===== src/rtl/alu_pkg.sv =====
// Package: alu_pkg
// Purpose: shared opcode encodings and flag bit positions for the EXE-stage ALU.
//   ALU_AND/ALU_ADD/ALU_SUB/ALU_OR : 2-bit ALUop encodings
//   FLAG_Z/FLAG_N/FLAG_C/FLAG_V    : bit positions inside the 4-bit Flags_q vector
package alu_pkg;

    localparam logic [1:0] ALU_AND = 2'b00;
    localparam logic [1:0] ALU_ADD = 2'b01;
    localparam logic [1:0] ALU_SUB = 2'b10;
    localparam logic [1:0] ALU_OR  = 2'b11;

    localparam int unsigned FLAG_Z = 3;
    localparam int unsigned FLAG_N = 2;
    localparam int unsigned FLAG_C = 1;
    localparam int unsigned FLAG_V = 0;

endpackage


===== src/rtl/alu_if.sv =====
// Interface: alu_if
// Purpose: groups the ALU operand, opcode and result/flag signals.
//   A, B, ALUop        : operands and opcode (driven by the stage / master)
//   Output, Zero, Negative, Carry, Overflow : combinational result and flags
//   Result_q, Flags_q  : registered copy, Flags_q = {Zero,Negative,Carry,Overflow}
interface alu_if #(
    parameter int unsigned WIDTH = 16
);
    logic [WIDTH-1:0] A;
    logic [WIDTH-1:0] B;
    logic [1:0]       ALUop;
    logic [WIDTH-1:0] Output;
    logic             Zero;
    logic             Negative;
    logic             Carry;
    logic             Overflow;
    logic [WIDTH-1:0] Result_q;
    logic [3:0]       Flags_q;

    modport master (
        output A, B, ALUop,
        input  Output, Zero, Negative, Carry, Overflow, Result_q, Flags_q
    );

    modport slave (
        input  A, B, ALUop,
        output Output, Zero, Negative, Carry, Overflow, Result_q, Flags_q
    );
endinterface


===== src/rtl/alu_addsub.sv =====
// Module: alu_addsub
// Purpose: WIDTH-bit two's complement adder/subtractor.
//   a_i, b_i   : operands
//   sub_i      : 1 = compute a_i - b_i (invert b, carry-in 1), 0 = a_i + b_i
//   sum_o      : result modulo 2^WIDTH
//   carry_o    : carry out of the MSB (for subtract, 1 means no borrow)
//   overflow_o : signed overflow
module alu_addsub #(
    parameter int unsigned WIDTH = 16
) (
    input  logic [WIDTH-1:0] a_i,
    input  logic [WIDTH-1:0] b_i,
    input  logic             sub_i,
    output logic [WIDTH-1:0] sum_o,
    output logic             carry_o,
    output logic             overflow_o
);
    logic [WIDTH-1:0] b_eff;
    logic [WIDTH:0]   full;

    always_comb begin
        b_eff = sub_i ? ~b_i : b_i;
        full  = {1'b0, a_i} + {1'b0, b_eff} + {{WIDTH{1'b0}}, sub_i};
    end

    assign sum_o   = full[WIDTH-1:0];
    assign carry_o = full[WIDTH];
    // Same-sign inputs to the adder producing a different-sign sum; with b
    // inverted this reduces to the usual subtract rule.
    assign overflow_o = (a_i[WIDTH-1] == b_eff[WIDTH-1]) && (sum_o[WIDTH-1] != a_i[WIDTH-1]);

endmodule


===== src/rtl/alu.sv =====
// Module: alu
// Purpose: combinational 16-bit AND/ADD/SUB/OR ALU with a registered result/flag copy.
//   clk   : pipeline clock, rising edge
//   reset : asynchronous active-high, clears Result_q and Flags_q only
//   bus   : alu_if slave modport (operands in, combinational and registered results out)
module alu
    import alu_pkg::*;
#(
    parameter int unsigned WIDTH = 16
) (
    input logic   clk,
    input logic   reset,
    alu_if.slave  bus
);
    logic [WIDTH-1:0] as_sum;
    logic             as_carry;
    logic             as_ovf;
    logic             is_sub;

    logic [WIDTH-1:0] result;
    logic             carry;
    logic             ovf;

    logic [WIDTH-1:0] result_d, result_q;
    logic [3:0]       flags_d, flags_q;

    assign is_sub = (bus.ALUop == ALU_SUB);

    alu_addsub #(
        .WIDTH (WIDTH)
    ) u_addsub (
        .a_i        (bus.A),
        .b_i        (bus.B),
        .sub_i      (is_sub),
        .sum_o      (as_sum),
        .carry_o    (as_carry),
        .overflow_o (as_ovf)
    );

    always_comb begin
        result = '0;
        carry  = 1'b0;
        ovf    = 1'b0;
        case (bus.ALUop)
            ALU_AND: result = bus.A & bus.B;
            ALU_ADD, ALU_SUB: begin
                result = as_sum;
                carry  = as_carry;
                ovf    = as_ovf;
            end
            ALU_OR:  result = bus.A | bus.B;
            default: result = '0;
        endcase
    end

    always_comb begin
        flags_d         = '0;
        flags_d[FLAG_Z] = (result == '0);
        flags_d[FLAG_N] = result[WIDTH-1];
        flags_d[FLAG_C] = carry;
        flags_d[FLAG_V] = ovf;
        result_d        = result;
    end

    always_ff @(posedge clk or posedge reset) begin
        if (reset) begin
            result_q <= '0;
            flags_q  <= '0;
        end else begin
            result_q <= result_d;
            flags_q  <= flags_d;
        end
    end

    assign bus.Output   = result;
    assign bus.Zero     = flags_d[FLAG_Z];
    assign bus.Negative = flags_d[FLAG_N];
    assign bus.Carry    = flags_d[FLAG_C];
    assign bus.Overflow = flags_d[FLAG_V];
    assign bus.Result_q = result_q;
    assign bus.Flags_q  = flags_q;

endmodule


===== src/flat_wrapper.sv =====
// flat-port wrapper written by rule: the top's interface ports become plain ports
module alu_flat import alu_pkg::*;
#(
    parameter int unsigned WIDTH = 16
)
  (clk, reset, bus_A, bus_B, bus_ALUop, bus_Output, bus_Zero, bus_Negative, bus_Carry, bus_Overflow, bus_Result_q, bus_Flags_q);
  alu_if #(.WIDTH(WIDTH)) bus_i ();
  input logic clk;
  input logic reset;
  input wire logic [$bits(bus_i.A)-1:0] bus_A;
  input wire logic [$bits(bus_i.B)-1:0] bus_B;
  input wire logic [$bits(bus_i.ALUop)-1:0] bus_ALUop;
  output wire logic [$bits(bus_i.Output)-1:0] bus_Output;
  output wire logic [$bits(bus_i.Zero)-1:0] bus_Zero;
  output wire logic [$bits(bus_i.Negative)-1:0] bus_Negative;
  output wire logic [$bits(bus_i.Carry)-1:0] bus_Carry;
  output wire logic [$bits(bus_i.Overflow)-1:0] bus_Overflow;
  output wire logic [$bits(bus_i.Result_q)-1:0] bus_Result_q;
  output wire logic [$bits(bus_i.Flags_q)-1:0] bus_Flags_q;
  assign bus_i.A = bus_A;
  assign bus_i.B = bus_B;
  assign bus_i.ALUop = bus_ALUop;
  assign bus_Output = bus_i.Output;
  assign bus_Zero = bus_i.Zero;
  assign bus_Negative = bus_i.Negative;
  assign bus_Carry = bus_i.Carry;
  assign bus_Overflow = bus_i.Overflow;
  assign bus_Result_q = bus_i.Result_q;
  assign bus_Flags_q = bus_i.Flags_q;
  alu #(.WIDTH(WIDTH)) u_core (.clk(clk), .reset(reset), .bus(bus_i));
endmodule

===== config.mk =====
export PLATFORM = sky130hd
export DESIGN_NAME = alu_flat
export DESIGN_NICKNAME = d
export VERILOG_FILES = /design/src/rtl/alu_pkg.sv /design/src/rtl/alu_if.sv /design/src/rtl/alu_addsub.sv /design/src/rtl/alu.sv /design/src/flat_wrapper.sv
export SDC_FILE = /design/constraint.sdc
export NUM_CORES = 1
export LEC_CHECK = 0
export BUFFER_PORTS_ARGS = -buffer_cell sky130_fd_sc_hd__buf_2
export CAP_MARGIN = 20
export CORE_MARGIN = 1
export CORE_UTILIZATION = 54
export DETAILED_ROUTE_END_ITERATION = 7
export PLACE_DENSITY = 0.89
export SLEW_MARGIN = 25
export SYNTH_ARGS = -nofsm -noshare
export SYNTH_HDL_FRONTEND = slang
export SYNTH_SLANG_ARGS = --single-unit
export TNS_END_PERCENT = 20

===== constraint.sdc =====
create_clock -name clk -period 6.9 [get_ports clk]
set_input_delay 0.345 -clock clk [delete_from_list [all_inputs] [get_ports clk]]
set_output_delay 0.345 -clock clk [all_outputs]
set_load 0.01 [all_outputs]

**After elaboration in Yosys (flattened, before gate mapping)**

Index checks and enable logic that the tools add are counted.

- Register bits after elaboration: 20
- Input bits: 36
- Output and inout port bits: 40
- Logic and storage cells: 20

- Add/sub/neg operators: 2
- Equality and inequality tests: 5
- Mux-type cells: 4
- Bitwise logic cells: 3
- Reduce and logical (&&, ||, !) cells: 4

Operators by type and width:

| kind | count |
|---|---|
| $pmux 16 s3 | 1 |
| $add 16x16->17 | 1 |
| $add 17x1->17 | 1 |
| $and 16x16->16 | 1 |
| $logic_not 16->1 | 1 |
| $mux 16 | 1 |
| $not 16->16 | 1 |
| $or 16x16->16 | 1 |
| $eq 2x2->1 const B | 2 |
| $eq 2x1->1 const B | 1 |
| $logic_not 2->1 | 1 |
| $mux 1 | 2 |
| $reduce_or 2->1 | 1 |
| $eq 1x1->1 | 1 |
| $logic_and 1x1->1 | 1 |
| $ne 1x1->1 | 1 |

**Depth between registers and ports, before layout**

- Depth in word-level cells: 7
- Gate-level depth with buffers: 15
- Depth with buffers taken out: 13

**By module**

From an unflattened synthesis, not the netlist that was laid out.

- Cell total of the unflattened synthesis: 222
- Area, all modules: 1,938.1 um^2

Modules (own cells, without submodules):

| module | instances | cells each | area an instance (um^2) | seq. area each (um^2) |
|---|---|---|---|---|
| alu | 1 | 107 | 1,008.5 | 475.5 |
| alu_addsub | 1 | 115 | 929.6 | 0.0 |

**Worst setup path before layout**

No wires, ideal clock.

- Kind: input-to-output
- Start: input bus_ALUop[0]
- End: output bus_Zero
- Arrival time: 3,977 ps
- Data required time: 6,555 ps
- Slack: 2,578 ps
- Cell stages on the path: 14
- Path buffers: 2
- Cell sequence: inv_1 > ha_1 > buf_2 > buf_1 > xor2_1 > fa_1 > a21o_4 > a2111oi_4 > a211oi_2 > or4_4 > nor3_2 > o2111ai_1 > or4_1 > nor4b_2

- Longest elaborated chain between the ends: 6
- Elaborated cells on any way between the ends: 10
- Classes of those cells: add/sub (2); eq/ne (3); mux (2); reduce/logical (3)

Ends and longest elaborated chain:

| element | line | source |
|---|---|---|
| start: declaration | flat_wrapper.sv:12 | `input wire logic [$bits(bus_i.ALUop)-1:0] bus_ALUop;` |
| $eq 2x2->1 | alu.sv:27, alu.sv:44 |  |
| $mux 16 | alu_addsub.sv:22 | `b_eff = sub_i ? ~b_i : b_i;` |
| $add 16x16->17 | alu_addsub.sv:23 | `full = {1'b0, a_i} + {1'b0, b_eff} + {{WIDTH{1'b0}}, sub_i};` |
| $add 17x1->17 | alu_addsub.sv:23 |  |
| $pmux 16 s3 (*) | alu.sv:44 | `case (bus.ALUop)` |
| named net bus_Output[4] | flat_wrapper.sv:13 | `output wire logic [$bits(bus_i.Output)-1:0] bus_Output;` |
| $logic_not 16->1 (*) | alu.sv:58 | `flags_d[FLAG_Z] = (result == '0);` |
| end: declaration | flat_wrapper.sv:14 | `output wire logic [$bits(bus_i.Zero)-1:0] bus_Zero;` |

Mark *: on every way through the listed nets, which the timed path passes. The rest lies on a longest branch.

**Final worst setup path**

- Start: input bus_ALUop[0]
- End: output bus_Zero

- Longest elaborated chain between the ends: 6
- Elaborated cells on any way between the ends: 10
- Classes of those cells: add/sub (2); eq/ne (3); mux (2); reduce/logical (3)

Ends and longest elaborated chain:

| element | line |
|---|---|
| $eq 2x2->1 | alu.sv:27, alu.sv:44 |
| $mux 16 | alu_addsub.sv:22 |
| $add 16x16->17 | alu_addsub.sv:23 |
| $add 17x1->17 | alu_addsub.sv:23 |
| $pmux 16 s3 (*) | alu.sv:44 |
| $logic_not 16->1 (*) | alu.sv:58 |

Every way passes the cells marked *; elsewhere a longest branch is shown, timed or not.

==> impl_results.html <==
<table>
<tr><th>Metric</th><th>Value</th></tr>
<tr><th colspan="2">Status</th></tr>
<tr><td>Run status</td><td>complete, no violations</td></tr>
<tr><th colspan="2">Route</th></tr>
<tr><td>Count of antenna-violating nets left after detailed routing</td><td>0</td></tr>
<tr><td>Average wire per standard cell</td><td>approximately 14 um</td></tr>
<tr><td>Number of detailed-routing iterations run before antenna repair</td><td>4</td></tr>
<tr><td>Routed vias/inst</td><td>5.84</td></tr>
<tr><td>Count of routing violations after the opening detailed-route iteration</td><td>~100</td></tr>
<tr><td>Total Routed Length</td><td>around 5.0 mm</td></tr>
<tr><td>Total via count after detailed routing</td><td>roughly 2100</td></tr>
<tr><td>Number of remaining DRC errors</td><td>0</td></tr>
<tr><th colspan="2">Logic synthesis</th></tr>
<tr><td>Mapped Nets</td><td>just over 300</td></tr>
<tr><td>Synth top area share</td><td>22.9%</td></tr>
<tr><td>Count of flip-flops with a built-in enable after synthesis</td><td>0</td></tr>
<tr><td>#FFs+latches synth</td><td>19</td></tr>
<tr><td>Distinct cells, synth</td><td>57</td></tr>
<tr><td>Main area contributors after synthesis</td><td>sky130_fd_sc_hd__dfrtp_1 23%, sky130_fd_sc_hd__ha_1 13%, sky130_fd_sc_hd__xor2_1 9.7%</td></tr>
<tr><td>Per-instance average area after synthesis</td><td>8.49 um^2</td></tr>
<tr><td>Commonest register cell after synthesis</td><td>sky130_fd_sc_hd__dfrtp_1</td></tr>
<tr><td>Synthesized instance count</td><td>between 200 and 250</td></tr>
<tr><td>Most used standard cells in the synthesized netlist</td><td>24 x sky130_fd_sc_hd__nand2_1, 23 x sky130_fd_sc_hd__xor2_1, 22 x sky130_fd_sc_hd__ha_1, 22 x sky130_fd_sc_hd__nor2_1, 19 x sky130_fd_sc_hd__dfrtp_1</td></tr>
<tr><td>Area leader, netlist</td><td>sky130_fd_sc_hd__dfrtp_1</td></tr>
<tr><td>Sequential cell area fraction in the yosys report</td><td>between 20% and 30%</td></tr>
<tr><td>Proportion of register bits with asynchronous set or reset after synthesis</td><td>100%</td></tr>
<tr><td>YS warnings</td><td>0</td></tr>
<tr><td>Post-synth design cell area</td><td>0.00207 mm^2</td></tr>
<tr><td>Most instantiated library cell after synthesis</td><td>sky130_fd_sc_hd__nand2_1</td></tr>
<tr><th colspan="2">Clocking</th></tr>
<tr><td>Number of H-tree branching levels</td><td>1</td></tr>
<tr><td>Post-cts repair resize count</td><td>0</td></tr>
<tr><td>CTS sink count</td><td>19</td></tr>
<tr><td>Clock tree from TritonCTS</td><td>done</td></tr>
<tr><td>CTS Buffer Depth</td><td>2</td></tr>
<tr><td>CTS hold repair buffers</td><td>0</td></tr>
<tr><td>CTS root buf</td><td>sky130_fd_sc_hd__clkbuf_8</td></tr>
<tr><td>Setup Buffers After CTS</td><td>0</td></tr>
<tr><td>CTS buffer count</td><td>3</td></tr>
<tr><td>Clock edge transition at the registers on the reported setup and hold paths</td><td>0.07 ns</td></tr>
<tr><th colspan="2">Worst hold path</th></tr>
<tr><td>Class of the tightest hold or removal check</td><td>input pin to asynchronous set/reset pin</td></tr>
<tr><th colspan="2">Global routing</th></tr>
<tr><td>Met3 GRT Util</td><td>under 10%</td></tr>
<tr><td>Number of global-route vias before repair</td><td>about 1800</td></tr>
<tr><td>Number of antenna violations at the first check in global routing</td><td>0</td></tr>
<tr><td>Grt met1 use</td><td>between 30% and 40%</td></tr>
<tr><td>Met2 Resource Use GR</td><td>between 40% and 50%</td></tr>
<tr><td>First-pass GRT wire length</td><td>approximately 8.4 mm</td></tr>
<tr><td>Most Used Layer, Global Route</td><td>met2</td></tr>
<tr><td>Maximum number of pins on one net before global-route repair</td><td>29</td></tr>
<tr><td>Gr ovfl total</td><td>0</td></tr>
<tr><td>GRT Overall Usage</td><td>25.8%</td></tr>
<tr><th colspan="2">STA</th></tr>
<tr><td>Setup TNS</td><td>0 ns</td></tr>
<tr><td>Maximum clock rate</td><td>roughly 210 MHz</td></tr>
<tr><td>Setup violation total in the final timing report</td><td>0</td></tr>
<tr><td>Number of endpoints with negative hold slack in the final report</td><td>0</td></tr>
<tr><td>Max Slew Vio Count</td><td>0</td></tr>
<tr><td>Crit share post-route</td><td>roughly 69%</td></tr>
<tr><td>Slew of the pin with the lowest slew margin</td><td>about 0.9 ns</td></tr>
<tr><td>Setup WS post-layout</td><td>around 2.1 ns</td></tr>
<tr><td>Setup repair after global routing missed its margin</td><td>no</td></tr>
<tr><td>Worst slew slack as a fraction of its limit</td><td>38.5%</td></tr>
<tr><td>Final critical path time including I/O delays and setup</td><td>between 4 and 5 ns</td></tr>
<tr><th colspan="2">Final layout</th></tr>
<tr><td>Net total in the final layout</td><td>roughly 370</td></tr>
<tr><td>Number of fill cells in the layout</td><td>~320</td></tr>
<tr><td>Total non-filler cell area in the finished layout</td><td>0.00248 mm^2</td></tr>
<tr><td>Area growth from synthesis to final layout</td><td>19.5%</td></tr>
<tr><td>N_diodes</td><td>0</td></tr>
<tr><td>Count of placed standard cells in the final layout, fillers left out</td><td>between 300 and 400</td></tr>
<tr><td>Share of cells above drive strength 1</td><td>between 20% and 30%</td></tr>
<tr><th colspan="2">Power and ir drop</th></tr>
<tr><td>PwrDens</td><td>around 190 mW/mm^2</td></tr>
<tr><td>Static Leakage</td><td>between 1 and 1.5 nW</td></tr>
<tr><td>VDD IR max</td><td>between 0.06 and 0.07 mV</td></tr>
<tr><td>Pwr Total</td><td>0.473 mW</td></tr>
<tr><th colspan="2">Critical path</th></tr>
<tr><td>Startpoint type of the worst setup path</td><td>input pin</td></tr>
<tr><td>Top fanout value on the critical path</td><td>16</td></tr>
<tr><td>Critical setup path kind</td><td>input pin to output port</td></tr>
<tr><td>WP data arrival</td><td>4.42 ns</td></tr>
<tr><td>Worst path required time</td><td>approximately 6.6 ns</td></tr>
<tr><td>Worst Setup End Kind</td><td>output port</td></tr>
<tr><th colspan="2">Job</th></tr>
<tr><td>Number of maximum-capacitance violations</td><td>0</td></tr>
<tr><th colspan="2">Die</th></tr>
<tr><td>Die Area</td><td>approximately 0.0041 mm^2</td></tr>
<tr><td>Die Span X</td><td>roughly 64 um</td></tr>
<tr><td>Row cnt</td><td>22</td></tr>
<tr><td>Die H</td><td>63.9 um</td></tr>
<tr><td>Top-level port count</td><td>76</td></tr>
<tr><td>Core area</td><td>between 0.003 and 0.004 mm^2</td></tr>
<tr><td>Starting Density</td><td>56.6%</td></tr>
<tr><th colspan="2">Placement</th></tr>
<tr><td>Global placement routability congestion</td><td>slightly below 1</td></tr>
<tr><td>Worst setup slack before clock tree synthesis</td><td>2.14 ns</td></tr>
<tr><td>Placed cell count</td><td>around 360</td></tr>
<tr><td>IO buf count</td><td>between 70 and 80</td></tr>
<tr><td>Placed inst area</td><td>between 0.002 and 0.0025 mm^2</td></tr>
<tr><td>HPWL after DPL</td><td>just over 4 mm</td></tr>
</table>
[stage by stage]
stage	utilization, %	hold slack (ns)
CTS	67.6	0.186
floorplan	-	0.296
global placement	66.3	0.451
global route	67.6	0.233
finish	67.6	0.165
detailed placement	66.3	0.459
[area by class of cell]
type / instances / area (um^2) / share of cell area [%]
inverters: 11 / 41.3 / 1.67
multi-input cells: 202 / 1480 / 59.7
clock inverters: 1 / 5.00 / 0.202
flip-flops and latches: 19 / 475 / 19.2
repair buffers: 75 / 375 / 15.2
clock buffers: 3 / 41.3 / 1.67
well taps: 48 / 60.1 / 2.43
[registers in the layout, indices dropped and copies added (netlist names)]
signal,cells
u_core.bus.Result_q,15
u_core.bus.Flags_q,4
[power breakdown]
part	internal, mW	leakage, nW	switching (mW)
combinational	0.111	1.01	0.155
clock	0.0400	0.0255	0.0326
sequential	0.131	0.238	0.00379
total	0.282	1.27	0.192
[worst max-delay path: stages]
cell                        delay (ns)
sky130_fd_sc_hd__buf_2            0.11
sky130_fd_sc_hd__inv_1            0.07
sky130_fd_sc_hd__ha_1             0.77
sky130_fd_sc_hd__xor2_1           0.25
sky130_fd_sc_hd__fa_1             0.52
sky130_fd_sc_hd__a21o_4           0.25
sky130_fd_sc_hd__a2111oi_4        0.36
sky130_fd_sc_hd__a211oi_2         0.11
sky130_fd_sc_hd__or4_4            0.49
sky130_fd_sc_hd__nor3_2           0.11
sky130_fd_sc_hd__o2111ai_1        0.13
sky130_fd_sc_hd__or4_1            0.43
sky130_fd_sc_hd__nor4b_2          0.30
sky130_fd_sc_hd__buf_2            0.18
[cell families after synthesis]
logic type / count (synthesis) / synth area share, %
AO/OA/AOI/OAI: 72 / 25.7
XOR/XNOR: 26 / 11.0
adder cells (fa/ha/maj): 23 / 14.3
buffers and inverters: 23 / 5.86
flip-flops: 19 / 22.9
multiplexers: 2 / 0.966
AND/OR/NAND/NOR: 79 / 19.3
[cell usage in the layout, fill, tap and decap left out, types with 3 or more instances in the layout]
cell type	count
sky130_fd_sc_hd__a211oi_1	3
sky130_fd_sc_hd__o21a_1	4
sky130_fd_sc_hd__dfrtp_1	19
sky130_fd_sc_hd__a21o_1	3
sky130_fd_sc_hd__nand2b_1	3
sky130_fd_sc_hd__nor2_1	22
sky130_fd_sc_hd__nand3_1	6
sky130_fd_sc_hd__o21ai_0	13
sky130_fd_sc_hd__nand4_1	6
sky130_fd_sc_hd__xnor2_1	3
sky130_fd_sc_hd__o22ai_1	6
sky130_fd_sc_hd__xor2_1	23
sky130_fd_sc_hd__a21oi_1	10
sky130_fd_sc_hd__and2_1	3
sky130_fd_sc_hd__ha_1	21
sky130_fd_sc_hd__nand2_1	24
sky130_fd_sc_hd__inv_1	11
sky130_fd_sc_hd__a22oi_1	4
sky130_fd_sc_hd__buf_2	75
sky130_fd_sc_hd__clkbuf_8	3
sky130_fd_sc_hd__a31oi_1	6
[metal layers]
| metal | up-vias | wire [um] |
|---|---|---|
| met5 | - | 0 |
| met1 | 965 | 2160 |
| met4 | 0 | 105 |
| met3 | 12 | 362 |
| met2 | 96 | 2400 |
| li1 | 1024 | - |
[worst paths after layout]
check | start | end | slack (ns)
max in group asynchronous | reset | u_core.bus.Result_q[8] | 6.32
setup / recovery | bus_ALUop[0] | bus_Zero | 2.14
hold / removal | reset | u_core.bus.Result_q[11] | 0.16
min in group clk | bus_B[2] | u_core.bus.Result_q[2] | 0.42
Note: power is estimated with default switching activity, not from simulation.
